## config.mk

```make
export PLATFORM = sky130hd
export DESIGN_NAME = led_pwm
export DESIGN_NICKNAME = d
export VERILOG_FILES = /design/src/rtl/led_pwm.sv
export SDC_FILE = /design/constraint.sdc
export NUM_CORES = 1
export LEC_CHECK = 0
export ABC_CLOCK_PERIOD_IN_PS = 5500
export BUFFER_PORTS_ARGS = -buffer_cell sky130_fd_sc_hd__buf_2
export CORE_MARGIN = 1.5
export CORE_UTILIZATION = 55
export CTS_CLUSTER_DIAMETER = 200
export DETAILED_ROUTE_END_ITERATION = 7
export GPL_ROUTABILITY_DRIVEN = 0
export PLACE_DENSITY = 0.77
export RECOVER_POWER = 50
export SYNTH_ARGS = -nofsm -noshare
export SYNTH_HDL_FRONTEND = slang
export SYNTH_SLANG_ARGS = --single-unit
```

## constraint.sdc

```tcl
create_clock -name clk -period 5.5 [get_ports clk]
set_input_delay 1.1 -clock clk [delete_from_list [all_inputs] [get_ports clk]]
set_output_delay 1.1 -clock clk [all_outputs]
set_load 0.1 [all_outputs]
```

## src/rtl/led_pwm.sv

```systemverilog
`default_nettype none
// ============================================================================
//  Module      : led_pwm
//  Description : Eight-channel LED PWM dimmer with prescaler, per-channel duty
//                and frame-based blink gating behind a zero-wait-state bus.
//  Revision    : 1.0 - initial release
// ============================================================================
module led_pwm (
    input  logic        clk,
    input  logic        reset,
    input  logic        read,
    input  logic        write,
    input  logic [31:0] address,
    input  logic [31:0] write_data,
    output logic [31:0] read_data,
    output logic        response,
    input  logic [7:0]  led_in,
    output logic [7:0]  led_out
);

    localparam logic [2:0] c_REG_CTRL     = 3'd0;
    localparam logic [2:0] c_REG_PRESCALE = 3'd1;
    localparam logic [2:0] c_REG_DUTY_LO  = 3'd2;
    localparam logic [2:0] c_REG_DUTY_HI  = 3'd3;
    localparam logic [2:0] c_REG_BLINK    = 3'd4;
    localparam logic [2:0] c_REG_STATUS   = 3'd5;

    logic        r_enable;
    logic [15:0] r_prescale;
    logic [31:0] r_duty_lo;
    logic [31:0] r_duty_hi;
    logic [7:0]  r_blink_mask;
    logic [15:0] r_half_period;

    logic [15:0] r_pre_cnt;
    logic [7:0]  r_pwm_cnt;
    logic [15:0] r_blink_cnt;
    logic        r_blink_phase;
    logic [7:0]  r_led_out;

    logic [2:0]  w_sel;
    logic        w_wr_prescale;
    logic        w_wr_blink;
    logic        w_tick;
    logic        w_frame_end;
    logic [15:0] w_half_m1;
    logic [63:0] w_duty_all;
    logic [7:0]  w_on;
    logic        w_unused;

    assign w_sel         = address[4:2];
    assign w_wr_prescale = write & (w_sel == c_REG_PRESCALE);
    assign w_wr_blink    = write & (w_sel == c_REG_BLINK);
    assign w_unused      = &{1'b0, address[31:5], address[1:0]};

    assign response = read | write;

    always_comb begin
        read_data = 32'h0;
        if (read) begin
            case (w_sel)
                c_REG_CTRL:     read_data = {31'h0, r_enable};
                c_REG_PRESCALE: read_data = {16'h0, r_prescale};
                c_REG_DUTY_LO:  read_data = r_duty_lo;
                c_REG_DUTY_HI:  read_data = r_duty_hi;
                c_REG_BLINK:    read_data = {r_half_period, 8'h0, r_blink_mask};
                c_REG_STATUS:   read_data = {16'h0, r_pwm_cnt, 7'h0, r_blink_phase};
                default:        read_data = 32'h0;
            endcase
        end
    end

    always_ff @(posedge clk) begin
        if (reset) begin
            r_enable      <= 1'b0;
            r_prescale    <= 16'h0;
            r_duty_lo     <= 32'h0;
            r_duty_hi     <= 32'h0;
            r_blink_mask  <= 8'h0;
            r_half_period <= 16'h0;
        end else if (write) begin
            case (w_sel)
                c_REG_CTRL:     r_enable   <= write_data[0];
                c_REG_PRESCALE: r_prescale <= write_data[15:0];
                c_REG_DUTY_LO:  r_duty_lo  <= write_data;
                c_REG_DUTY_HI:  r_duty_hi  <= write_data;
                c_REG_BLINK: begin
                    r_blink_mask  <= write_data[7:0];
                    r_half_period <= write_data[31:16];
                end
                default: ;
            endcase
        end
    end

    assign w_tick      = r_enable & (r_pre_cnt == r_prescale);
    assign w_frame_end = w_tick & (r_pwm_cnt == 8'hFF);
    assign w_half_m1   = r_half_period - 16'd1;

    // Disabled state parks every counter so enabling always starts a clean frame.
    always_ff @(posedge clk) begin
        if (reset || !r_enable) begin
            r_pre_cnt     <= 16'h0;
            r_pwm_cnt     <= 8'h0;
            r_blink_cnt   <= 16'h0;
            r_blink_phase <= 1'b1;
        end else begin
            if (w_wr_prescale || w_tick) begin
                r_pre_cnt <= 16'h0;
            end else begin
                r_pre_cnt <= r_pre_cnt + 16'd1;
            end

            if (w_tick) begin
                r_pwm_cnt <= r_pwm_cnt + 8'd1;
            end

            if (w_wr_blink || (r_half_period == 16'h0)) begin
                r_blink_cnt   <= 16'h0;
                r_blink_phase <= 1'b1;
            end else if (w_frame_end) begin
                if (r_blink_cnt == w_half_m1) begin
                    r_blink_cnt   <= 16'h0;
                    r_blink_phase <= ~r_blink_phase;
                end else begin
                    r_blink_cnt <= r_blink_cnt + 16'd1;
                end
            end
        end
    end

    assign w_duty_all = {r_duty_hi, r_duty_lo};

    for (genvar i = 0; i < 8; i++) begin : g_ch
        assign w_on[i] = r_enable & ~led_in[i]
                       & (w_duty_all[8*i +: 8] > r_pwm_cnt)
                       & (~r_blink_mask[i] | r_blink_phase);
    end

    always_ff @(posedge clk) begin
        if (reset) begin
            r_led_out <= 8'hFF;
        end else begin
            r_led_out <= ~w_on;
        end
    end

    assign led_out = r_led_out;

endmodule
`default_nettype wire

```

# After elaboration in Yosys (flattened, before gate mapping)
# Cells that the tools add are included.
[word_totals]
output_inout_bits = 41
reg_bits = 154
in_bits = 76
word_cells = 103
[classes]
n_mux = 3
eq_ne = 8
n_lt_le_gt_ge = 8
reduce_logical = 14
add_sub_neg = 4
bitwise = 55
[op_table]
columns = ["operator", "n"]
rows = [
  ["32-bit case mux with 6 select lines", 1],
  ["8-bit greater-than comparator", 8],
  ["16-bit by 1-bit adder with 16-bit output, second input constant", 2],
  ["16-bit == test", 2],
  ["32-bit 2-to-1 mux", 1],
  ["1-bit bitwise AND", 28],
  ["1-bit inverter", 17],
  ["16-bit zero test", 1],
  ["16-bit 2-to-1 mux", 1],
  ["16-bit by 1-bit subtractor with 16-bit output, second input constant", 1],
  ["2-bit AND reduction", 6],
  ["1-bit OR", 9],
  ["8-bit by 1-bit adder with 8-bit output, second input constant", 1],
  ["8-bit == test, second input constant", 1],
  ["8-bit inverter", 1],
  ["3-bit by 2-bit == test with 1-bit output, second input constant", 2],
  ["3-bit == test, second input constant", 2],
  ["2-bit OR reduction", 2],
  ["3-bit by 1-bit == test with 1-bit output, second input constant", 1],
  ["3-bit zero test", 1],
  ["1-bit logical OR", 3],
  ["1-bit zero test", 1],
]

# Logic depth before layout (Yosys ltp)
[depth]
word_depth = 5
depth_mapped = 12
ltp_nobuf = 9

# Worst setup path before layout
# Ideal clock, no wire load.
[synth_timing]
kind = "input-to-output"
start = "input port address[4]"
end = "output port read_data[10]"
path_slack_ns = 0.601
path_buffers = 3
cell_stages = 7
required_ns = 4.400
t_arrival_ns = 3.799
path_cell_list = "clkbuf_1 -> nand2b_1 -> clkbuf_1 -> nor2_1 -> clkbuf_1 -> a22oi_1 -> a21oi_1"
[synth_via]
elab_chain_cells = 3
elab_cells_between_ends = 8
classes_between = "5 x eq/ne; 2 x mux; 1 x reduce/logical"
[synth_rtl]
columns = ["item", "line_no", "text"]
rows = [
  ["start, declared", "13", "input logic [31:0] address,"],
  ["3-bit == test (tied with other cells)", "61", "case (w_sel)"],
  ["32-bit case mux with 6 select lines *", "61", ""],
  ["32-bit 2-to-1 mux *", "60", "if (read) begin"],
  ["end, declared", "15", "output logic [31:0] read_data,"],
]
# Every way passes the cells marked *; elsewhere a longest branch is shown, timed or not.

# Final worst setup path
[layout_timing]
start = "input port address[4]"
end = "output port read_data[30]"
# Same word-level chain as after synthesis.

==> reports/results.ini <==
[global_route]
antenna_found_initial=0
grt_max_degree=106
grt_pass1_vias=7584
grt.overflow.total=0
grt_pass1_wl_mm=39.0
grt_usage=0.302

[synthesis]
yosysUniqueCellTypes=51
syn_inst=1123
synth_flop_cell=dfxtp_1
avgSynthCellArea_um2=7.77
synth_top_cell_by_area=dfxtp_1
ys_top_cells_by_area=dfxtp_1 35%, nand2_1 11%, ha_1 9.7%
synthArstFlopShare=0
synth_top_area_frac=0.353
ys_warn_count=0
synth-edff-count=0
ys_seq_area_frac=0.353
synth_nets=1267
synth-seq-cells=154
syn_area_um2=8730

[die]
dieHeight_um=129
io_pins=117
chipWidth_um=129
coreArea_um2=15400
die_area_um2=16600
num_rows=45
initial_core_util=0.568

[power]
p_seq_frac=0.435
design_power_total_w=0.00264
p_int_w=0.00200
p_clk_frac=0.481
ir_drop_mv=0.242
cellLeakagePower_nw=3.81
switching_share=0.242
switchingPower_w=0.000639
pwr_density_cell_nw_per_um2=268
pwr-share-comb=0.084

[layout]
utilization=0.641
multiInputGateArea_um2=5280
n_antenna_cell=0
fill_cells=1370
drive_above_1_share=0.116
syn_to_final_growth_pct=12.9
final-seq-area_um2=3080
nets=1322

[drt]
drtAntennaViolNets=0
viasPerCell=5.84
wl_per_cell_um=17.6
vias=8182
drt_iter0_drc=768
drc=0
wirelength_mm=24.6
drt_first_pass_iters=6

[worst_setup_path]
reg2reg_from=r_half_period[0]
critPathMaxStageDelay_ps=1020
reg2regPathDepth=9
cp-start-kind=input port
rrSetupSlack_ps=2080
cp-end-kind=output pin
timing.rr.end=r_blink_cnt[2]
path_buf_inv=2
crit_chain=clkbuf_1, nand2b_1, nor2_1, a21oi_1, nor2_1, buf_2
cp_top_family=simple AND/OR/NAND/NOR gates
critPathKind=in2out
cp_num_cells=6
critPathRequiredTime_ps=4400
crit_arrival_ps=3600
critPathSlowestCell=nor2_1
crit_fanout=16
cp_common_cell=nor2_1

[clock_tree]
insertion_delay_ps=430
cts-root-buf=clkbuf_16
cts_tree=built
path_clk_slew_ps=60
post_cts_resized=0
cts_inserted_buffers=17
cts_max_level=4
cts_setup_buffers=0
clk_path_buf_depth=2
numClockSinks=154
cts_hold_buf=0

[sta]
whs_ps=473
setup_viol=0
period_needed_ps=4700
slew_violations=0
fmax_mhz=213
fin_crit_sh=0.855
slew_headroom=0.106
setup_tns_ps=0
rsz0062_at_grt=no
hold_violations=0
tightest_slew_ps=1340
fin_worst_skew_ps=8.87

[run]
cap_violations=0

[worst_hold_path]
worstHoldEndpoint=r_duty_hi[24]
hp-class=reg2reg
whs_path_depth=2
min_from=r_duty_hi[24]

[placed_design]
portBuffers=87
dp_hpwl_mm=16.9

[run_status]
outcome=completed

how the worst max path moves through the flow:
stage	start	end	slack (ps)
after global placement	address[2]	read_data[30]	1040
after detailed placement	address[2]	read_data[30]	1020
after floorplan	address[4]	read_data[10]	600
final	address[4]	read_data[30]	800
after global routing	address[4]	read_data[17]	670
after CTS	address[2]	read_data[30]	1010
cells by family after synthesis:
group,share of synthesized area
compound gates,0.160
xor+xnor,0.0711
fa+ha+maj,0.0975
buf+inv,0.0424
flops,0.353
mux,0.0242
simple gates,0.252
synthesized netlist by cell type (all sizes together) (20+ instances only):
library cell / instances
nor2: 86
mux2i: 20
inv: 25
xor2: 30
xnor2: 40
nor3: 36
ha: 68
nand2: 248
a21oi: 149
clkbuf: 54
o21ai: 22
nand3: 30
dfxtp: 154
power by group through the flow:
| stage | logic, W | registers, W | clock network [W] |
|---|---|---|---|
| 3_3_place_gp | 0.000213 | 0.00117 | 0 |
| 6_report | 0.000221 | 0.00115 | 0.00127 |
| 3_5_place_dp | 0.000217 | 0.00117 | 0 |
| 2_1_floorplan | 0.000152 | 0.00117 | 0 |
| 5_1_grt | 0.000241 | 0.00115 | 0.00133 |
| 4_1_cts | 0.000219 | 0.00115 | 0.00128 |
placed cells by master, fill, tap and decap left out, drive strengths merged, types with 5 or more instances in the layout:
| cell | Yosys | final |
|---|---|---|
| a21o | 8 | 8 |
| dfxtp | 154 | 154 |
| or3 | 7 | 7 |
| o21a | 8 | 8 |
| clkbuf | 54 | 34 |
| ha | 68 | 68 |
| a21oi | 149 | 149 |
| nand2 | 248 | 248 |
| nor2b | 14 | 14 |
| xor2 | 30 | 30 |
| a222oi | 7 | 7 |
| nand2b | 13 | 13 |
| a22oi | 17 | 17 |
| a2111oi | 5 | 5 |
| xnor2 | 40 | 40 |
| nand4 | 13 | 13 |
| nor2 | 86 | 86 |
| and3 | 11 | 11 |
| nor3 | 36 | 36 |
| mux2i | 20 | 20 |
| nand3 | 30 | 30 |
| a22o | 7 | 7 |
| nor4 | 9 | 9 |
| buf | 8 | 85 |
| inv | 25 | 26 |
| o21ai | 22 | 22 |
state kept, by name (all words and copies together) (netlist names):
signal         cells
r_duty_hi         32
r_duty_lo         32
r_blink_cnt       16
r_half_period     16
r_pre_cnt         16
r_prescale        16
led_out            8
r_blink_mask       8
r_pwm_cnt          8
r_blink_phase      1
r_enable           1
layout make-up:
| class | instances | area share |
|---|---|---|
| clock buffers | 21 | 0.0477 |
| well taps | 211 | 0.0268 |
| repair buffers | 98 | 0.0504 |
| clock inverters | 11 | 0.0169 |
| inverters | 26 | 0.00990 |
| multi-input cells | 881 | 0.535 |
| flip-flops and latches | 154 | 0.313 |
metrics by stage:
step	instance area, um2	std cells	worst slack [ps]
6_report	9860	1402	799
5_1_grt	9860	1402	668
2_1_floorplan	8730	1123	601
3_3_place_gp	9250	1370	1040
4_1_cts	9880	1402	1010
3_5_place_dp	9250	1370	1020
metal layers:
layer / vias up / GRT usage / routed length [um]
met3: 38 / 0.0549 / 1720
met1: 3866 / 0.395 / 10800
met5: - / 0 / 0
met2: 299 / 0.502 / 11700
met4: 0 / 0.101 / 429
li1: 3979 / - / -
worst reg2reg max path, stage by stage (launching register included):
cell,delay [ps]
dfxtp_1,390
inv_1,90
ha_1,260
or3b_2,540
nor4_1,460
a211o_1,190
nand2_1,40
o21ai_0,400
and3_1,790
nor3_1,120
Power figures use the tool's default switching activity.
